==> src/rtl/spi_arb_pkg.sv <==
// Shared types and default constants for the SPI chip-select sequencer/arbiter.
// Imported by spi_arbiter and rr_arbiter.
package spi_arb_pkg;

   localparam int N_REQ_DEF       = 4;
   localparam int DATA_W_DEF      = 8;
   localparam int SETUP_CYC_DEF   = 4;
   localparam int GAP_CYC_DEF     = 8;
   localparam int TIMEOUT_CYC_DEF = 65535;

   typedef enum logic [2:0] {
      IDLE  = 3'd0,
      SETUP = 3'd1,
      START = 3'd2,
      WAIT  = 3'd3,
      GAP   = 3'd4
   } state_t;

   // Sizes the shared phase counter so it can hold the longest phase length.
   function automatic int max3(input int a, input int b, input int c);
      int m;
      m = a;
      if (b > m) m = b;
      if (c > m) m = c;
      return m;
   endfunction

endpackage

==> src/rtl/rr_arbiter.sv <==
// Combinational round-robin picker: first set request at or after ptr, wrapping.
// The pointer register is owned by the caller.
module rr_arbiter
   import spi_arb_pkg::*;
#(
   parameter int N_REQ = N_REQ_DEF
) (
   input  logic [N_REQ-1:0]         req,
   input  logic [$clog2(N_REQ)-1:0] ptr,
   output logic [N_REQ-1:0]         gnt,
   output logic [$clog2(N_REQ)-1:0] idx,
   output logic                     valid
);

   localparam int IDX_W = $clog2(N_REQ);

   // NOTE: every output gets a default before the loop so no path leaves a
   // signal unassigned, which would otherwise infer a latch.
   always_comb begin
      gnt   = '0;
      idx   = '0;
      valid = 1'b0;
      // Walk from the farthest candidate to the nearest so the nearest wins.
      for (int off = N_REQ - 1; off >= 0; off--) begin
         logic [IDX_W-1:0] pos;
         pos = IDX_W'((int'(ptr) + off) % N_REQ);
         if (req[pos]) begin
            gnt      = '0;
            gnt[pos] = 1'b1;
            idx      = pos;
            valid    = 1'b1;
         end
      end
   end

endmodule

==> src/rtl/spi_arbiter.sv <==
// Shares one SPI master byte engine among N_REQ requesters, owning chip-select
// setup, inter-transfer gap and a per-transfer timeout.
module spi_arbiter
   import spi_arb_pkg::*;
#(
   parameter int N_REQ       = N_REQ_DEF,
   parameter int DATA_W      = DATA_W_DEF,
   parameter int SETUP_CYC   = SETUP_CYC_DEF,
   parameter int GAP_CYC     = GAP_CYC_DEF,
   parameter int TIMEOUT_CYC = TIMEOUT_CYC_DEF
) (
   input  logic                    clk,
   input  logic                    rst,
   input  logic [N_REQ-1:0]        req,
   input  logic [N_REQ*DATA_W-1:0] req_data,
   output logic [N_REQ-1:0]        ack,
   output logic [DATA_W-1:0]       rsp_data,
   output logic                    rsp_err,
   output logic                    busy,
   output logic                    m_start,
   output logic [DATA_W-1:0]       m_data_in,
   input  logic                    m_done,
   input  logic [DATA_W-1:0]       m_data_out,
   output logic [N_REQ-1:0]        cs_n
);

   localparam int IDX_W = $clog2(N_REQ);
   localparam int CNT_W = $clog2(max3(SETUP_CYC, GAP_CYC, TIMEOUT_CYC) + 1);

   localparam logic [CNT_W-1:0] SETUP_LAST   = CNT_W'(SETUP_CYC - 1);
   localparam logic [CNT_W-1:0] GAP_LAST     = CNT_W'(GAP_CYC - 1);
   localparam logic [CNT_W-1:0] TIMEOUT_LAST = CNT_W'(TIMEOUT_CYC - 1);
   localparam logic [CNT_W-1:0] CNT_MAX      = '1;

   state_t             state, state_nxt;
   logic [CNT_W-1:0]   cnt, cnt_nxt;
   logic [IDX_W-1:0]   gidx, gidx_nxt;
   logic [IDX_W-1:0]   ptr, ptr_nxt;
   logic [N_REQ-1:0]   cs_n_nxt;
   logic [N_REQ-1:0]   ack_nxt;
   logic [DATA_W-1:0]  rsp_data_nxt;
   logic               rsp_err_nxt;
   logic [DATA_W-1:0]  m_data_in_nxt;

   logic [N_REQ-1:0]   arb_gnt;
   logic [IDX_W-1:0]   arb_idx;
   logic               arb_valid;
   logic               finish;

   rr_arbiter #(
      .N_REQ (N_REQ)
   ) u_rr (
      .req   (req),
      .ptr   (ptr),
      .gnt   (arb_gnt),
      .idx   (arb_idx),
      .valid (arb_valid)
   );

   assign busy    = (state != IDLE);
   assign m_start = (state == START);

   always_comb begin
      state_nxt     = state;
      cnt_nxt       = (cnt == CNT_MAX) ? cnt : cnt + 1'b1;
      gidx_nxt      = gidx;
      ptr_nxt       = ptr;
      cs_n_nxt      = cs_n;
      ack_nxt       = '0;
      rsp_data_nxt  = rsp_data;
      rsp_err_nxt   = rsp_err;
      m_data_in_nxt = m_data_in;
      finish        = 1'b0;

      unique case (state)
         IDLE: begin
            cnt_nxt = '0;
            if (arb_valid) begin
               gidx_nxt      = arb_idx;
               m_data_in_nxt = req_data[int'(arb_idx)*DATA_W +: DATA_W];
               cs_n_nxt      = ~arb_gnt;
               state_nxt     = SETUP;
            end
         end

         SETUP: begin
            if (cnt >= SETUP_LAST) state_nxt = START;
         end

         START: begin
            cnt_nxt   = '0;
            state_nxt = WAIT;
         end

         WAIT: begin
            // A completion in the same cycle as the timeout still counts as good.
            if (m_done) begin
               rsp_data_nxt = m_data_out;
               rsp_err_nxt  = 1'b0;
               finish       = 1'b1;
            end else if (cnt >= TIMEOUT_LAST) begin
               rsp_data_nxt = '0;
               rsp_err_nxt  = 1'b1;
               finish       = 1'b1;
            end
            if (finish) begin
               ack_nxt       = '0;
               ack_nxt[gidx] = 1'b1;
               cs_n_nxt      = '1;
               ptr_nxt       = (gidx == IDX_W'(N_REQ - 1)) ? '0 : gidx + 1'b1;
               cnt_nxt       = '0;
               state_nxt     = GAP;
            end
         end

         GAP: begin
            if (cnt >= GAP_LAST) state_nxt = IDLE;
         end

         default: state_nxt = IDLE;
      endcase
   end

   // NOTE: sequential state uses non-blocking assignments so every register
   // samples the pre-edge values, independent of statement order.
   always_ff @(posedge clk) begin
      if (rst) begin
         state     <= IDLE;
         cnt       <= '0;
         gidx      <= '0;
         ptr       <= '0;
         cs_n      <= '1;
         ack       <= '0;
         rsp_data  <= '0;
         rsp_err   <= 1'b0;
         m_data_in <= '0;
      end else begin
         state     <= state_nxt;
         cnt       <= cnt_nxt;
         gidx      <= gidx_nxt;
         ptr       <= ptr_nxt;
         cs_n      <= cs_n_nxt;
         ack       <= ack_nxt;
         rsp_data  <= rsp_data_nxt;
         rsp_err   <= rsp_err_nxt;
         m_data_in <= m_data_in_nxt;
      end
   end

endmodule

==> config.mk <==
export PLATFORM = sky130hd
export DESIGN_NAME = spi_arbiter
export DESIGN_NICKNAME = d
export VERILOG_FILES = /design/src/rtl/spi_arb_pkg.sv /design/src/rtl/rr_arbiter.sv /design/src/rtl/spi_arbiter.sv
export SDC_FILE = /design/constraint.sdc
export NUM_CORES = 1
export LEC_CHECK = 0
export CAP_MARGIN = 20
export CORE_ASPECT_RATIO = 1.2
export CORE_MARGIN = 5
export CORE_UTILIZATION = 31
export CTS_BUF_LIST = sky130_fd_sc_hd__clkbuf_8
export DETAILED_ROUTE_END_ITERATION = 12
export PLACE_DENSITY = 0.53
export SYNTH_ARGS = -nofsm -noshare
export SYNTH_HDL_FRONTEND = slang
export SYNTH_SLANG_ARGS = --single-unit
export TNS_END_PERCENT = 30
==> constraint.sdc <==
create_clock -name clk -period 5.2 [get_ports clk]
set_clock_uncertainty 0.05 [all_clocks]
set_input_delay 1.04 -clock clk [delete_from_list [all_inputs] [get_ports clk]]
set_output_delay 1.04 -clock clk [all_outputs]
set_load 0.01 [all_outputs]
==> results by group, run 1 <==
Pwr
  • Clk network pwr share: 0.231
  • Static leakage: 0.00132 uW
  • Peak supply drop: around 120 uV
  • Psw: ~350 uW
  • Combinational Power Share: 0.346
  • Cell internal pwr: between 700 and 800 uW
  • Pwr Density: 285 nW/um^2
  • Flop pwr share: 0.423
  • Switching share of power: 0.329

STA
  • RSZ-0062 raised after global routing: false
  • Min Hold Slack: 429 ps
  • Period minus WS final: 3400 ps
  • Worst Tran Pin Value: 744 ps
  • Final setup margin: approximately 1800 ps
  • Final hold violation count: 0
  • Fin crit share: 0.655
  • Normalized max-slew margin: 0.499
  • Max Transition Viols Final: 0
  • Final Setup Violations: 0
  • Fmax: 294 MHz
  • Setup TNS: 0 ps

Setup path
  • Worst EP arrival: 3540 ps
  • Crit path buf inv count: 2
  • Startpoint type of the worst setup path: flop
  • R2R Path End: m_data_in[4]
  • Crit-path cells: buf_4, inv_2, ha_1, mux4_2, nand2b_4, and2_4, o21ai_2, mux2i_1, o221ai_1
  • FF-to-FF setup slack: 1800 ps
  • Crit path max fanout: 18
  • WS Path Type: flop to flop
  • CP max-delay cell: dfxtp_1
  • Cell family with most CP delay: flip-flops
  • WP data required: 5340 ps
  • Launch point of the worst path: ptr[0]
  • R2R Path Start: ptr[0]
  • Reg2reg path depth: 9
  • Critical Path Max Stage Delay: ~730 ps
  • CP Capture Type: flop

Floorplanning
  • # rows: 38
  • Die Y: 114 um
  • Die Span X: 96.8 um
  • Core area: 8940 um^2
  • I/O Pins: 74
  • Starting Density: 0.314
  • Full die area: 11100 um^2

Synthesis
  • Asr flop ratio synth: 0
  • Simple-gate share of the synthesized area: 0.233
  • Main combinational cell family by area after synthesis: simple AND/OR/NAND/NOR gates
  • Net count after synthesis: 379
  • Proportion of synthesized area in mux cells: 0.117
  • Synth Area in XOR/XNOR: 0.0375
  • Register bit total from synthesis: 48
  • Adder-Cell Fraction of Synth Area: 0.0625
  • Seq/Total Area, Yosys: 0.343
  • Number of enable flip-flop cells after synthesis: 0
  • Mapped Avg Cell Area: slightly below 9 um^2
  • Synth cell types: 48
  • Ys Warns: 0
  • Cell Area, Synth: 2800 um^2
  • Primary FF master, synth: dfxtp_1
  • Compound-cell area share of the yosys netlist: 0.162
  • Post-Syn Instances: 318

Hold path
  • Hold endpoint: m_data_in[7]
  • Hold_sp: m_data_in[7]
  • Hold path cells: 2
  • Min-delay worst type: flop to flop

Global route
  • Via count of the first global-routing pass: ~2500
  • Initial antenna violation count: 0
  • Largest net degree at the start of global routing: 19
  • GR Overflow Total: 0
  • GRT Util Overall: 0.133
  • First-pass GRT wire length: 12.3 mm

Run status
  • Status: completed

Clocking
  • Worst skew pair latency: 310 ps
  • Clk slew on worst S/H paths: about 100 ps
  • CTS Buffer Depth: 2
  • Cts hold-fix bufs: 0
  • CTS buffer count: 5
  • Clk sinks: 48
  • Setup Buffers After CTS: 0
  • CTS tree: built
  • Root Driver: clkbuf_8
  • H-tree depth: 2
  • Post-CTS Resized: 0

Finish
  • Final net count: 445
  • Layout cell share with drive strength beyond 1: 0.0961
  • Antenna Cells: 0
  • Area delta synth->final: 32.0%
  • Layout fillers: 923

Route
  • DRT Wirelength: 7.45 mm
  • Wire length per cell: 14.8 um
  • Routed via count: approximately 2500
  • Router iterations before antenna repair: 4
  • Via density: 4.99
  • Initial DRC Count: 98
  • Number of antenna-violating nets in the routed design: 0
  • DRC: 0

Place
  • Dpl ws: 1510 ps
  • GP Congestion: 0.823
  • I/O Buffers: 73
  • Hpwl dp: between 5 and 6 mm

Run
  • Max_cap viols: 0
-- per-stage QoR --
stage,util,total power [uW],instance area (um^2),std cells
2_1_floorplan,-,673,2800,318
3_3_place_gp,0.403,826,3600,497
3_5_place_dp,0.403,826,3600,497
4_1_cts,0.414,1070,3700,505
5_1_grt,0.414,1130,3700,505
6_report,0.414,1050,3700,505
-- worst reg2reg max path, cell delays in order (launching register included) --
cell and delay [ps]:
dfxtp_1 730, buf_4 330, inv_2 120, ha_1 390, mux4_2 370, nand2b_4 180, and2_4 180, o21ai_2 540
mux2i_1 270, o221ai_1 130
-- metal layers --
layer | global-route usage | up-vias | share of wire
met4 | 0.0309 | 0 | 0.0094
li1 | - | 1284 | -
met5 | 0 | - | 0
met1 | 0.173 | 1173 | 0.47
met2 | 0.225 | 56 | 0.47
met3 | 0.0335 | 6 | 0.041
-- cell usage in the layout (no fill, tap or decap), types with 5 or more instances in the layout --
master / instances
clkbuf_8: 6
mux2i_1: 11
a31o_2: 8
nor4_1: 6
nand4_1: 5
a22o_1: 8
nor2_1: 41
nand2b_1: 7
inv_1: 10
mux2_2: 9
dfxtp_1: 48
o221ai_1: 10
a21oi_1: 7
nand2_1: 38
clkdlybuf4s50_1: 73
ha_1: 14
nand3_1: 7
xor2_1: 7
o22ai_1: 5
nor3_1: 6
xnor2_1: 5
-- worst max-delay path by stage --
stage	end	slack, ps	cells past startpoint
after floorplan	m_data_in[0]	2530	8
after global placement	m_data_in[3]	1600	7
after detailed placement	m_data_in[4]	1510	7
after CTS	m_data_in[7]	1760	9
after global routing	m_data_in[4]	1560	9
final	m_data_in[4]	1800	9
-- cell families after synthesis --
kind of cell             after synthesis
AND/OR/NAND/NOR                      134
AO/OA/AOI/OAI                         59
flip-flops                            48
buffers and inverters                 26
multiplexers                          25
adder cells (fa/ha/maj)               14
XOR/XNOR                              12
-- registers in the layout, indices dropped and copies added (netlist names) --
| register | flops |
|---|---|
| rsp_data | 8 |
| rsp_err | 1 |
| state | 3 |
| m_data_in | 8 |
| gidx | 2 |
| ack | 4 |
| ptr | 2 |
| cnt | 16 |
| cs_n | 4 |
-- synth_stat cells (2+ instances only) --
cell,instances,area share
a31o_2,8,0.025
xor2_1,7,0.022
o22ai_1,5,0.011
a21oi_1,7,0.012
and3_1,2,0.0045
nor3_1,6,0.011
and2_1,4,0.0089
or3_1,2,0.0045
mux4_2,4,0.032
nand3_1,7,0.012
o21ai_0,2,0.0036
buf_6,3,0.012
mux2_2,9,0.036
nor3b_1,2,0.0054
or2_2,3,0.0067
nand2_1,38,0.051
o221ai_1,10,0.031
a221oi_1,4,0.012
nor4_1,6,0.013
nor2b_1,3,0.0067
mux2i_1,11,0.039
nor2_1,41,0.055
and4_1,2,0.0062
o32ai_1,4,0.012
buf_2,3,0.0054
clkbuf_1,5,0.0067
nand4_1,5,0.011
a211oi_1,4,0.011
xnor2_1,5,0.016
nand4b_1,2,0.0062
dfxtp_1,48,0.34
a22o_1,8,0.025
a31oi_1,4,0.0089
nand2b_1,7,0.016
ha_1,14,0.062
inv_1,10,0.013
buf_1,2,0.0027
-- power by group through the flow --
stage	clock network [uW]	logic, uW	registers, uW
after global routing	271	406	452
after CTS	253	373	447
after global placement	0	372	455
final	243	365	446
after floorplan	0	215	458
after detailed placement	0	371	455
-- final cells by class --
type                       count  area, um^2  area share
tap                          120         150      0.0406
clock buffer                   6        82.6      0.0223
multi-input combinational    244        1710       0.463
clock inverter                 2        15.0     0.00406
inverter                      11        41.3      0.0112
timing repair buffer          74         738       0.199
sequential                    48         961       0.260
Note: power is estimated with default switching activity, not from simulation.
==> run 2, diff against run 1 <==
--- a/config.mk
+++ b/config.mk
@@ -11,7 +11,7 @@
 export CORE_UTILIZATION = 31
 export CTS_BUF_LIST = sky130_fd_sc_hd__clkbuf_8
 export DETAILED_ROUTE_END_ITERATION = 12
-export PLACE_DENSITY = 0.53
+export PLACE_DENSITY = 0.55
 export SYNTH_ARGS = -nofsm -noshare
 export SYNTH_HDL_FRONTEND = slang
 export SYNTH_SLANG_ARGS = --single-unit
==> constraint.sdc (replaced) <==
create_clock -name clk -period 3.1 [get_ports clk]
set_clock_uncertainty 0.05 [all_clocks]
set_input_delay 0.62 -clock clk [delete_from_list [all_inputs] [get_ports clk]]
set_output_delay 0.62 -clock clk [all_outputs]
set_load 0.01 [all_outputs]
==> run 2 against run 1 <==
Via count rose by 3.3%. Non-clock buffer count rose by 6. Routed wire length rose by 0.71%. Count of clock-buffer cells in the layout did not move. Global-route usage rose by 0.17 points. Sequential power rose by 66%. Sequential share of layout area fell by 0.30 points. Largest cell class unchanged.
==> results by group, run 2 (synthesized netlist as in run 1, its figures left out) <==
Finish
  • Most frequent cells in the layout: clkdlybuf4s50_1, dfxtp_1, nor2_1 (unchanged)
  • Storage element area: 961 um^2 (unchanged)
  • Final net count: 451 (was 445)
  • Multi-input logic area: 1710 um^2 (unchanged)
  • Antenna Cells: 0 (unchanged)
  • Regs by FF count: cnt x16, m_data_in x8, rsp_data x8 (unchanged)
  • Layout cell share with drive strength beyond 1: 0.110 (was 0.0961)
  • Reg with most FFs: cnt (unchanged)
  • Largest register FFs: 16 (unchanged)
  • Final Instance Area: 3750 um^2 (was 3700 um^2)
  • Fin cells: 511 (was 505)
  • Area delta synth->final: 33.6% (was 32.0%)
  • Layout fillers: 933 (was 923)
  • Most common library cell in the layout ignoring fill and taps: clkdlybuf4s50_1 (unchanged)

Pwr
  • Static leakage: 0.00136 uW (was 0.00132 uW)
  • Peak supply drop: 210 uV (was 122 uV)
  • Pwr Density: 480 nW/um^2 (was 285 nW/um^2)

Place
  • GP Congestion: 0.851 (was 0.823)
  • Dpl ws: 69.2 ps (was 1510 ps)
  • Hpwl dp: 5.73 mm (was 5.58 mm)
  • I/O Buffers: 73 (unchanged)
  • Placed Instance Area: 3650 um^2 (was 3600 um^2)
  • Placed Cells: 503 (was 497)

Floorplanning
  • Die Span X: 96.8 um (unchanged)
  • # rows: 38 (unchanged)
  • Die Y: 114 um (unchanged)
  • Starting Density: 0.314 (unchanged)
  • Core area: 8940 um^2 (unchanged)
  • I/O Pins: 74 (unchanged)
  • Full die area: 11100 um^2 (unchanged)

Route
  • Initial DRC Count: 60 (was 98)
  • Router iterations before antenna repair: 4 (unchanged)
  • Number of antenna-violating nets in the routed design: 0 (unchanged)
  • Via density: 5.09 (was 4.99)
  • DRT Wirelength: 7.50 mm (was 7.45 mm)
  • DRC: 0 (unchanged)
  • Wire length per cell: 14.7 um (was 14.8 um)
  • Routed via count: 2601 (was 2519)

Setup path
  • CP Capture Type: flop (unchanged)
  • Crit path max fanout: 9 (was 18)
  • Worst EP arrival: 2840 ps (was 3540 ps)
  • Crit-path cells: clkdlybuf4s50_1, inv_1, mux4_2, and2_4, o21ai_2, buf_4, mux2i_1, o221ai_1 (was buf_4, inv_2, ha_1, mux4_2, nand2b_4, and2_4, o21ai_2, mux2i_1, o221ai_1)
  • Critical Path Max Stage Delay: 620 ps (was 730 ps)
  • Startpoint type of the worst setup path: primary input (was flop)
  • FF-to-FF setup slack: 590 ps (was 1800 ps)
  • CP max-delay cell: clkdlybuf4s50_1 (was dfxtp_1)
  • Reg2reg path depth: 8 (was 9)
  • WP data required: 3210 ps (was 5340 ps)
  • WS Path Type: primary input to flop (was flop to flop)

STA
  • Min Hold Slack: 432 ps (was 429 ps)
  • Fin crit share: 0.879
  • Final Setup Violations: 0 (unchanged)
  • Normalized max-slew margin: 0.508 (was 0.499)
  • Period minus WS final: 2730 ps
  • Worst Tran Pin Value: 731 ps (was 744 ps)
  • Final setup margin: 374 ps (was 1800 ps)
  • RSZ-0062 raised after global routing: false (unchanged)
  • Setup TNS: 0 ps (unchanged)
  • Fmax: about 370 MHz
  • Max Transition Viols Final: 0 (unchanged)
  • Final hold violation count: 0 (unchanged)

Clocking
  • CTS Buffer Depth: 2 (unchanged)
  • Worst skew pair latency: 300 ps (was 310 ps)
  • H-tree depth: 2 (unchanged)
  • CTS tree: built (unchanged)
  • Cts hold-fix bufs: 0 (unchanged)
  • CTS buffer count: 5 (unchanged)
  • Clk sinks: 48 (unchanged)
  • Post-CTS Resized: 0 (unchanged)
  • Setup Buffers After CTS: 0 (unchanged)
  • Root Driver: clkbuf_8 (unchanged)
  • Clk slew on worst S/H paths: 90 ps (was 100 ps)

Hold path
  • Min-delay worst type: flop to flop (unchanged)
  • Hold path cells: 2 (unchanged)

Run status
  • Status: completed (unchanged)

Global route
  • GR Overflow Total: 0 (unchanged)
  • First-pass GRT wire length: 12.4 mm (was 12.3 mm)
  • Largest net degree at the start of global routing: 30 (was 19)
  • Via count of the first global-routing pass: 2654 (was 2505)
  • Initial antenna violation count: 0 (unchanged)
  • GRT Util Overall: 0.135 (was 0.133)

Run
  • Max_cap viols: 0 (unchanged)
-- run 2: changes by cell type in the layout (fill, tap and decap cells not counted), sizes merged --
cell      previous run  this run
buf                  1         7
clkinvlp             2         0
clkinv               0         1
inv                 11        12
-- run 2: through the flow --
stage	power, uW	utilization
finish	1800	0.419
global route	1920	0.419
CTS	1830	0.419
detailed placement	1410	0.408
global placement	1410	0.408
floorplan	1130	-
-- run 2: critical path: cells and delay by family --
family	cells	cell delay, ps
AND/OR/NAND/NOR	1	240
buffers and inverters	3	900
AO/OA/AOI/OAI	2	270
multiplexers	2	800
-- run 2: layer usage --
metal,global-route usage,vias up,part of all wire,wire (um)
met4,0.0459,0,0.019,142
met3,0.0311,10,0.029,219
li1,-,1299,-,-
met1,0.154,1244,0.42,3140
met5,0,-,0,0
met2,0.249,48,0.53,4000
-- run 2: worst paths after layout --
| path | end | from |
|---|---|---|
| min | m_data_in[3] | m_data_in[3] |
| max | m_data_in[6] | req[3] |
| max reg2reg | m_data_in[6] | ptr[0] |
| min reg2reg | m_data_in[3] | m_data_in[3] |
-- run 2: cell type report --
class                   instances  area share
clock buffers                   6      0.0220
multi-input cells             244       0.458
well taps                     120      0.0401
inverters                      11      0.0110
repair buffers                 80       0.209
clock inverters                 2     0.00367
flip-flops and latches         48       0.257
-- run 2: where the power goes --
group | switching, uW | leakage [uW] | internal [uW]
logic | 317 | 0.000921 | 336
clock network | 221 | 0.0000516 | 183
registers | 53.9 | 0.000390 | 688
